**src/rtl/pcs_sync_param_if.sv**
```systemverilog
// rtl/pcs_sync_param_if.sv - PMA-side inputs and receive-FSM-side outputs of the PCS sync block
interface pcs_sync_param_if #(
  parameter int CG_WIDTH  = 10,
  parameter int CNT_WIDTH = 8
);
  logic                  indicate;
  logic [CG_WIDTH-1:0]   pudi;
  logic                  cg_invalid;
  logic                  signal_detect;
  logic                  code_sync_status;
  logic                  rx_even;
  logic [CG_WIDTH:0]     sudi;
  logic                  sudi_valid;
  logic                  sync_lost;
  logic [CNT_WIDTH-1:0]  loss_count;
  logic [1:0]            sync_state;

  // Aligner/decoder side that feeds code-groups in
  modport master (
    output indicate, pudi, cg_invalid, signal_detect,
    input  code_sync_status, rx_even, sudi, sudi_valid, sync_lost, loss_count, sync_state
  );

  // Synchronization FSM side
  modport slave (
    input  indicate, pudi, cg_invalid, signal_detect,
    output code_sync_status, rx_even, sudi, sudi_valid, sync_lost, loss_count, sync_state
  );
endinterface

```
**src/rtl/pcs_sync_param.sv**
```systemverilog
// rtl/pcs_sync_param.sv - parametrised 1000BASE-X PCS receive synchronization FSM
module pcs_sync_param #(
  parameter int CG_WIDTH     = 10,
  parameter int ACQ_COMMAS   = 3,
  parameter int LOSS_BADS    = 4,
  parameter int GOOD_RECOVER = 4,
  parameter int CNT_WIDTH    = 8
) (
  input  logic clk,
  input  logic mr_main_reset,
  pcs_sync_param_if.slave sif
);

  localparam int CC_W = $clog2(ACQ_COMMAS) + 1;
  localparam int BC_W = $clog2(LOSS_BADS) + 1;
  localparam int GC_W = $clog2(GOOD_RECOVER) + 1;

  typedef enum logic [1:0] {
    LOSS_OF_SYNC  = 2'd0,
    COMMA_DETECT  = 2'd1,
    ACQUIRE_SYNC  = 2'd2,
    SYNC_ACQUIRED = 2'd3
  } state_t;

  state_t               state_q;
  logic [CC_W-1:0]      comma_cnt;
  logic [BC_W-1:0]      bad_cnt;
  logic [GC_W-1:0]      good_cnt;
  logic                 rx_even_q;
  logic [CG_WIDTH:0]    sudi_q;
  logic                 sudi_valid_q;
  logic                 sync_lost_q;
  logic                 status_q;
  logic [CNT_WIDTH-1:0] loss_cnt_q;
  logic                 comma;
  logic                 cgbad;

  // Classify the presented code-group: comma pattern in the top seven bits, bad if invalid or misplaced comma
  always_comb begin
    comma = (sif.pudi[CG_WIDTH-1 -: 7] == 7'b0011111) ||
            (sif.pudi[CG_WIDTH-1 -: 7] == 7'b1100000);
    cgbad = sif.cg_invalid | (comma & rx_even_q);
  end

  // Synchronization state machine with registered outputs; signal_detect loss beats every other transition
  always_ff @(posedge clk or negedge mr_main_reset) begin
    if (!mr_main_reset) begin
      state_q      <= LOSS_OF_SYNC;
      comma_cnt    <= '0;
      bad_cnt      <= '0;
      good_cnt     <= '0;
      rx_even_q    <= 1'b0;
      sudi_q       <= '0;
      sudi_valid_q <= 1'b0;
      sync_lost_q  <= 1'b0;
      status_q     <= 1'b0;
      loss_cnt_q   <= '0;
    end else begin
      sudi_valid_q <= 1'b0;
      sync_lost_q  <= 1'b0;
      if (sif.indicate) begin
        sudi_valid_q <= 1'b1;
        rx_even_q    <= ~rx_even_q;
        sudi_q       <= {~rx_even_q, sif.pudi};
      end
      if (!sif.signal_detect) begin
        state_q   <= LOSS_OF_SYNC;
        status_q  <= 1'b0;
        comma_cnt <= '0;
        bad_cnt   <= '0;
        good_cnt  <= '0;
        if (state_q == SYNC_ACQUIRED) begin
          sync_lost_q <= 1'b1;
          if (loss_cnt_q != '1) loss_cnt_q <= loss_cnt_q + CNT_WIDTH'(1);
        end
      end else if (sif.indicate) begin
        case (state_q)
          LOSS_OF_SYNC: begin
            if (comma && !sif.cg_invalid) begin
              rx_even_q <= 1'b1;
              sudi_q    <= {1'b1, sif.pudi};
              comma_cnt <= CC_W'(1);
              state_q   <= COMMA_DETECT;
            end
          end
          COMMA_DETECT: begin
            if (!comma && !sif.cg_invalid) begin
              if (comma_cnt == CC_W'(ACQ_COMMAS)) begin
                state_q  <= SYNC_ACQUIRED;
                status_q <= 1'b1;
                bad_cnt  <= '0;
                good_cnt <= '0;
              end else begin
                state_q <= ACQUIRE_SYNC;
              end
            end else begin
              state_q   <= LOSS_OF_SYNC;
              comma_cnt <= '0;
            end
          end
          ACQUIRE_SYNC: begin
            if (comma && !rx_even_q && !sif.cg_invalid) begin
              rx_even_q <= 1'b1;
              sudi_q    <= {1'b1, sif.pudi};
              comma_cnt <= comma_cnt + CC_W'(1);
              state_q   <= COMMA_DETECT;
            end else if (cgbad) begin
              state_q   <= LOSS_OF_SYNC;
              comma_cnt <= '0;
            end
          end
          SYNC_ACQUIRED: begin
            if (cgbad) begin
              good_cnt <= '0;
              if ((bad_cnt + BC_W'(1)) == BC_W'(LOSS_BADS)) begin
                state_q     <= LOSS_OF_SYNC;
                status_q    <= 1'b0;
                sync_lost_q <= 1'b1;
                comma_cnt   <= '0;
                bad_cnt     <= '0;
                if (loss_cnt_q != '1) loss_cnt_q <= loss_cnt_q + CNT_WIDTH'(1);
              end else begin
                bad_cnt <= bad_cnt + BC_W'(1);
              end
            end else if (bad_cnt != '0) begin
              if ((good_cnt + GC_W'(1)) == GC_W'(GOOD_RECOVER)) begin
                bad_cnt  <= bad_cnt - BC_W'(1);
                good_cnt <= '0;
              end else begin
                good_cnt <= good_cnt + GC_W'(1);
              end
            end
          end
          default: state_q <= LOSS_OF_SYNC;
        endcase
      end
    end
  end

  assign sif.code_sync_status = status_q;
  assign sif.rx_even          = rx_even_q;
  assign sif.sudi             = sudi_q;
  assign sif.sudi_valid       = sudi_valid_q;
  assign sif.sync_lost        = sync_lost_q;
  assign sif.loss_count       = loss_cnt_q;
  assign sif.sync_state       = state_q;

endmodule

```
**src/flat_wrapper.sv**
```systemverilog
// flat-port wrapper written by rule: the top's interface ports become plain ports
module pcs_sync_param_flat 
#(
  parameter int CG_WIDTH     = 10,
  parameter int ACQ_COMMAS   = 3,
  parameter int LOSS_BADS    = 4,
  parameter int GOOD_RECOVER = 4,
  parameter int CNT_WIDTH    = 8
)
  (clk, mr_main_reset, sif_indicate, sif_pudi, sif_cg_invalid, sif_signal_detect, sif_code_sync_status, sif_rx_even, sif_sudi, sif_sudi_valid, sif_sync_lost, sif_loss_count, sif_sync_state);
  pcs_sync_param_if #(.CG_WIDTH(CG_WIDTH), .CNT_WIDTH(CNT_WIDTH)) sif_i ();
  input  logic clk;
  input  logic mr_main_reset;
  input wire logic [$bits(sif_i.indicate)-1:0] sif_indicate;
  input wire logic [$bits(sif_i.pudi)-1:0] sif_pudi;
  input wire logic [$bits(sif_i.cg_invalid)-1:0] sif_cg_invalid;
  input wire logic [$bits(sif_i.signal_detect)-1:0] sif_signal_detect;
  output wire logic [$bits(sif_i.code_sync_status)-1:0] sif_code_sync_status;
  output wire logic [$bits(sif_i.rx_even)-1:0] sif_rx_even;
  output wire logic [$bits(sif_i.sudi)-1:0] sif_sudi;
  output wire logic [$bits(sif_i.sudi_valid)-1:0] sif_sudi_valid;
  output wire logic [$bits(sif_i.sync_lost)-1:0] sif_sync_lost;
  output wire logic [$bits(sif_i.loss_count)-1:0] sif_loss_count;
  output wire logic [$bits(sif_i.sync_state)-1:0] sif_sync_state;
  assign sif_i.indicate = sif_indicate;
  assign sif_i.pudi = sif_pudi;
  assign sif_i.cg_invalid = sif_cg_invalid;
  assign sif_i.signal_detect = sif_signal_detect;
  assign sif_code_sync_status = sif_i.code_sync_status;
  assign sif_rx_even = sif_i.rx_even;
  assign sif_sudi = sif_i.sudi;
  assign sif_sudi_valid = sif_i.sudi_valid;
  assign sif_sync_lost = sif_i.sync_lost;
  assign sif_loss_count = sif_i.loss_count;
  assign sif_sync_state = sif_i.sync_state;
  pcs_sync_param #(.CG_WIDTH(CG_WIDTH), .ACQ_COMMAS(ACQ_COMMAS), .LOSS_BADS(LOSS_BADS), .GOOD_RECOVER(GOOD_RECOVER), .CNT_WIDTH(CNT_WIDTH)) u_core (.clk(clk), .mr_main_reset(mr_main_reset), .sif(sif_i));
endmodule
```
**config.mk**
```make
export PLATFORM = sky130hd
export DESIGN_NAME = pcs_sync_param_flat
export DESIGN_NICKNAME = d
export VERILOG_FILES = /design/src/rtl/pcs_sync_param_if.sv /design/src/rtl/pcs_sync_param.sv /design/src/flat_wrapper.sv
export SDC_FILE = /design/constraint.sdc
export NUM_CORES = 1
export LEC_CHECK = 0
export CORE_MARGIN = 4
export CORE_UTILIZATION = 50
export CTS_CLUSTER_SIZE = 24
export DETAILED_ROUTE_END_ITERATION = 10
export HOLD_SLACK_MARGIN = 0.12
export PLACE_DENSITY = 0.78
export SLEW_MARGIN = 15
export SYNTH_ARGS = -nofsm -noshare
export SYNTH_HDL_FRONTEND = slang
export SYNTH_SLANG_ARGS = --single-unit
```
**constraint.sdc**
```tcl
create_clock -name clk -period 2.9 [get_ports clk]
set_input_delay 0.58 -clock clk [delete_from_list [all_inputs] [get_ports clk]]
set_output_delay 0.58 -clock clk [all_outputs]
set_load 0.02 [all_outputs]
```
==> summary.txt <==
Clock tree
  – Max Root-Sink Buffers: 2
  – Hold_buf cts: 0
  – Worst-Skew Late Latency: about 280 ps
  – Total clock buffers created by CTS: 5
  – Reg clk slew, reported paths: 70 ps
  – CTS sink count: 34
  – H-tree levels: 2
  – CTS tree: built
  – Post-CTS Setup Bufs: 0
  – Post-CTS sizing: 0
  – Root Buffer: clkbuf_8

Worst hold path
  – Hold Path Class: reg -> reg
  – Hold EP: u_core.sif.loss_count[5]
  – Hold_sp: u_core.sif.loss_count[5]
  – Hold depth: 1

Timing
  – Minimum period implied by the final worst setup slack: 2350 ps
  – Part of the cycle the worst path needs: about four fifths
  – Max Clk Rate: ~430 MHz
  – Worst Skew: around 5.5 ps
  – Final number of hold-violating endpoints: 0
  – Final hold slack: about 490 ps
  – Worst Tran Pin Value: between 400 and 500 ps
  – Final setup vio count: 0
  – Slew Limit Fails: 0
  – Setup TNS: 0 ps
  – RSZ-0062 raised after global routing: no
  – Slew headroom: 66.67%

Worst setup path
  – Worst reg2reg setup slack: a little under 900 ps
  – Worst-path fanout max: 8
  – Worst Setup End Kind: flop
  – Critical Path AT: 2520 ps
  – Startpoint types: input pin
  – CP Class: in -> reg
  – WP data required: slightly above 3000 ps
  – R2r endpoint: u_core.sif.loss_count[1]
  – Reg2reg start: u_core.bad_cnt[0]
  – Worst reg2reg path depth: 7

Power and ir drop
  – Leakage: 1.042 nW
  – Max VDD drop: just under 0.5 mV
  – Cell Pwr Density: roughly 590 mW/mm^2

Finish
  – Area of the multi-input gates: around 990 um^2
  – Number of fill cells: ~300
  – Layout cell share with drive strength beyond 1: between 10% and 20%
  – Layout area overhead: 26.93%
  – Layout Cells excl Fill: 270
  – Register area: roughly 850 um^2
  – Final Util: approximately two thirds
  – Fin nets: 247
  – Post-route design area: approximately 0.0024 mm^2
  – ANT cells: 0

Placed design
  – Port-buffer cells: 39
  – Placed Cells: approximately 260
  – Dpl hpwl: approximately 3200 um
  – Routability Congestion: about 0.83
  – Placed Area: 0.002351 mm^2

Floorplanning
  – # rows: 22
  – Starting Density: 51.90%
  – I/O Pins: 40
  – Die width: between 60 and 70 um
  – Core ar.: 0.003689 mm^2
  – Die Ht: between 60 and 70 um
  – Die Footprint: about 0.0049 mm^2

Global routing
  – Initial antenna violation count: 0
  – GRT Util Overall: 18.58%
  – Wire length of the first global-routing pass: ~7400 um
  – Grt ovf: 0
  – Number of global-route vias before repair: roughly 1600
  – Largest net degree at the start of global routing: 35

Synthesis
  – Post-Syn Instances: 180
  – Avg Cell Area, Syn: roughly 11 um^2
  – Synth cell types: 50
  – Syn. warnings: 0
  – Synthesized area: 0.001914 mm^2
  – Seq/Total Area, Yosys: 44.44%
  – Synthesized Nets: 205
  – Synth Register Bits: 34
  – Synth area leader: dfrtp_1
  – Top cells by area, synth: dfrtp_1 (44%), ha_1 (6.5%), mux2_2 (6.5%)
  – Synth top area share: 44.44%

Flow run
  – Max-cap violations: 0

Detailed routing
  – Residual DRC: 0
  – Final wirelength: roughly 4200 um
  – Vias/cell: 5.744
  – Starting DRT DRC Count: 62
  – Vias: roughly 1600
  – TritonRoute pass-1 iters: 4
  – Detailed-route wire length per cell: approximately 16 um
  – Final ANT Viol Nets: 0

Outcome
  – Outcome: finished clean
==> flip-flops by register name, indices dropped and copies added, names as in the netlist, named ones only <==
| register | cells |
|---|---|
| u_core.sif.sync_lost | 1 |
| u_core.good_cnt | 3 |
| u_core.sif.code_sync_status | 1 |
| u_core.sif.loss_count | 8 |
| u_core.sif.sudi_valid | 1 |
| u_core.comma_cnt | 3 |
| u_core.sif.sync_state | 2 |
| u_core.sif.sudi | 11 |
| u_core.bad_cnt | 3 |
==> how the worst max path moves through the flow <==
stage	endpoint	startpoint	cells after the start	slack [ps]
floorplan	u_core.comma_cnt[0]	sif_pudi[3]	5	910
global placement	u_core.comma_cnt[0]	sif_pudi[3]	6	360
detailed placement	u_core.good_cnt[0]	sif_pudi[7]	6	270
CTS	u_core.good_cnt[0]	sif_pudi[7]	6	580
global route	u_core.good_cnt[0]	sif_pudi[7]	6	470
finish	u_core.good_cnt[0]	sif_pudi[7]	6	550
==> power breakdown <==
part,leakage [nW],internal [mW],switching (mW)
registers,0.421,0.548,0.0963
clock network,0.0438,0.161,0.162
logic,0.577,0.230,0.224
==> layer usage <==
metal | GRT usage (%) | share of wire, % | routed length (um)
met2 | 33.16 | 53 | 2252
met1 | 20.81 | 42 | 1780
met3 | 5.180 | 3.5 | 150
met5 | 0 | 0 | 0
met4 | 7.234 | 1.6 | 66
==> worst max-delay path: stages <==
cell,delay [ps]
clkdlybuf4s50_1,510
nand4bb_1,280
o22ai_4,170
o311ai_2,520
o21ai_1,180
a22o_1,270
==> kinds of logic (layout without fill, tap and decap cells) <==
logic type               Yosys count  after routing  share of synthesized area, %
XOR/XNOR                           7              7                         3.203
multiplexers                      14             14                         8.301
AO/OA/AOI/OAI                     37             37                         15.75
buffers and inverters             17             59                         3.660
flip-flops                        34             34                         44.44
AND/OR/NAND/NOR                   61             61                         18.10
adder cells (fa/ha/maj)           10             10                         6.536
==> synth_stat cells, drive strengths merged <==
library cell	instances
a41oi	1
o2bb2ai	1
o211ai	1
nand3b	1
nand3	4
o311ai	1
nand4	6
a21oi	7
ha	10
nor2b	2
buf	4
nand2	16
a31oi	2
mux2i	2
clkbuf	2
o311a	1
or4b	1
o221a	1
o21ai	7
xnor2	1
nor3b	4
a32oi	1
a31o	1
and3	3
o21ba	1
mux2	12
o21bai	1
and4	1
nand2b	5
o32ai	1
or3	1
xor2	6
o22ai	2
nand4bb	2
a22o	4
o221ai	2
dfrtp	34
inv	11
a21boi	2
nor2	11
nor3	4
==> final cells by class <==
type	count	share of cell area, %
clock buffer	5	2.832
clock inverter	2	0.4119
inverter	11	1.699
timing repair buffer	41	16.68
multi-input combinational	129	40.89
tap	48	2.472
sequential	34	35.02
==> layout by cell type (no fill, tap or decap), types with 3 or more instances in the layout <==
cell type | Yosys | routed
mux2_2 | 11 | 11
clkbuf_8 | 0 | 5
nand2_1 | 15 | 15
a21oi_1 | 7 | 7
ha_1 | 10 | 10
a22o_1 | 4 | 4
and3_1 | 3 | 3
inv_1 | 11 | 11
nor2_1 | 11 | 11
xor2_1 | 6 | 6
nand3_1 | 4 | 4
nor3_1 | 4 | 4
nor3b_1 | 4 | 4
dfrtp_1 | 34 | 34
clkdlybuf4s50_1 | 0 | 39
o21ai_0 | 4 | 4
nand4_1 | 6 | 6
nand2b_1 | 4 | 4
==> per-stage QoR <==
step,setup slack (ps),power [mW]
2_1_floorplan,914.5,0.8856
3_3_place_gp,363.8,1.089
3_5_place_dp,272.2,1.105
4_1_cts,575.8,1.432
5_1_grt,473.8,1.498
6_report,550.3,1.422
Note: power is estimated with default switching activity, not from simulation.
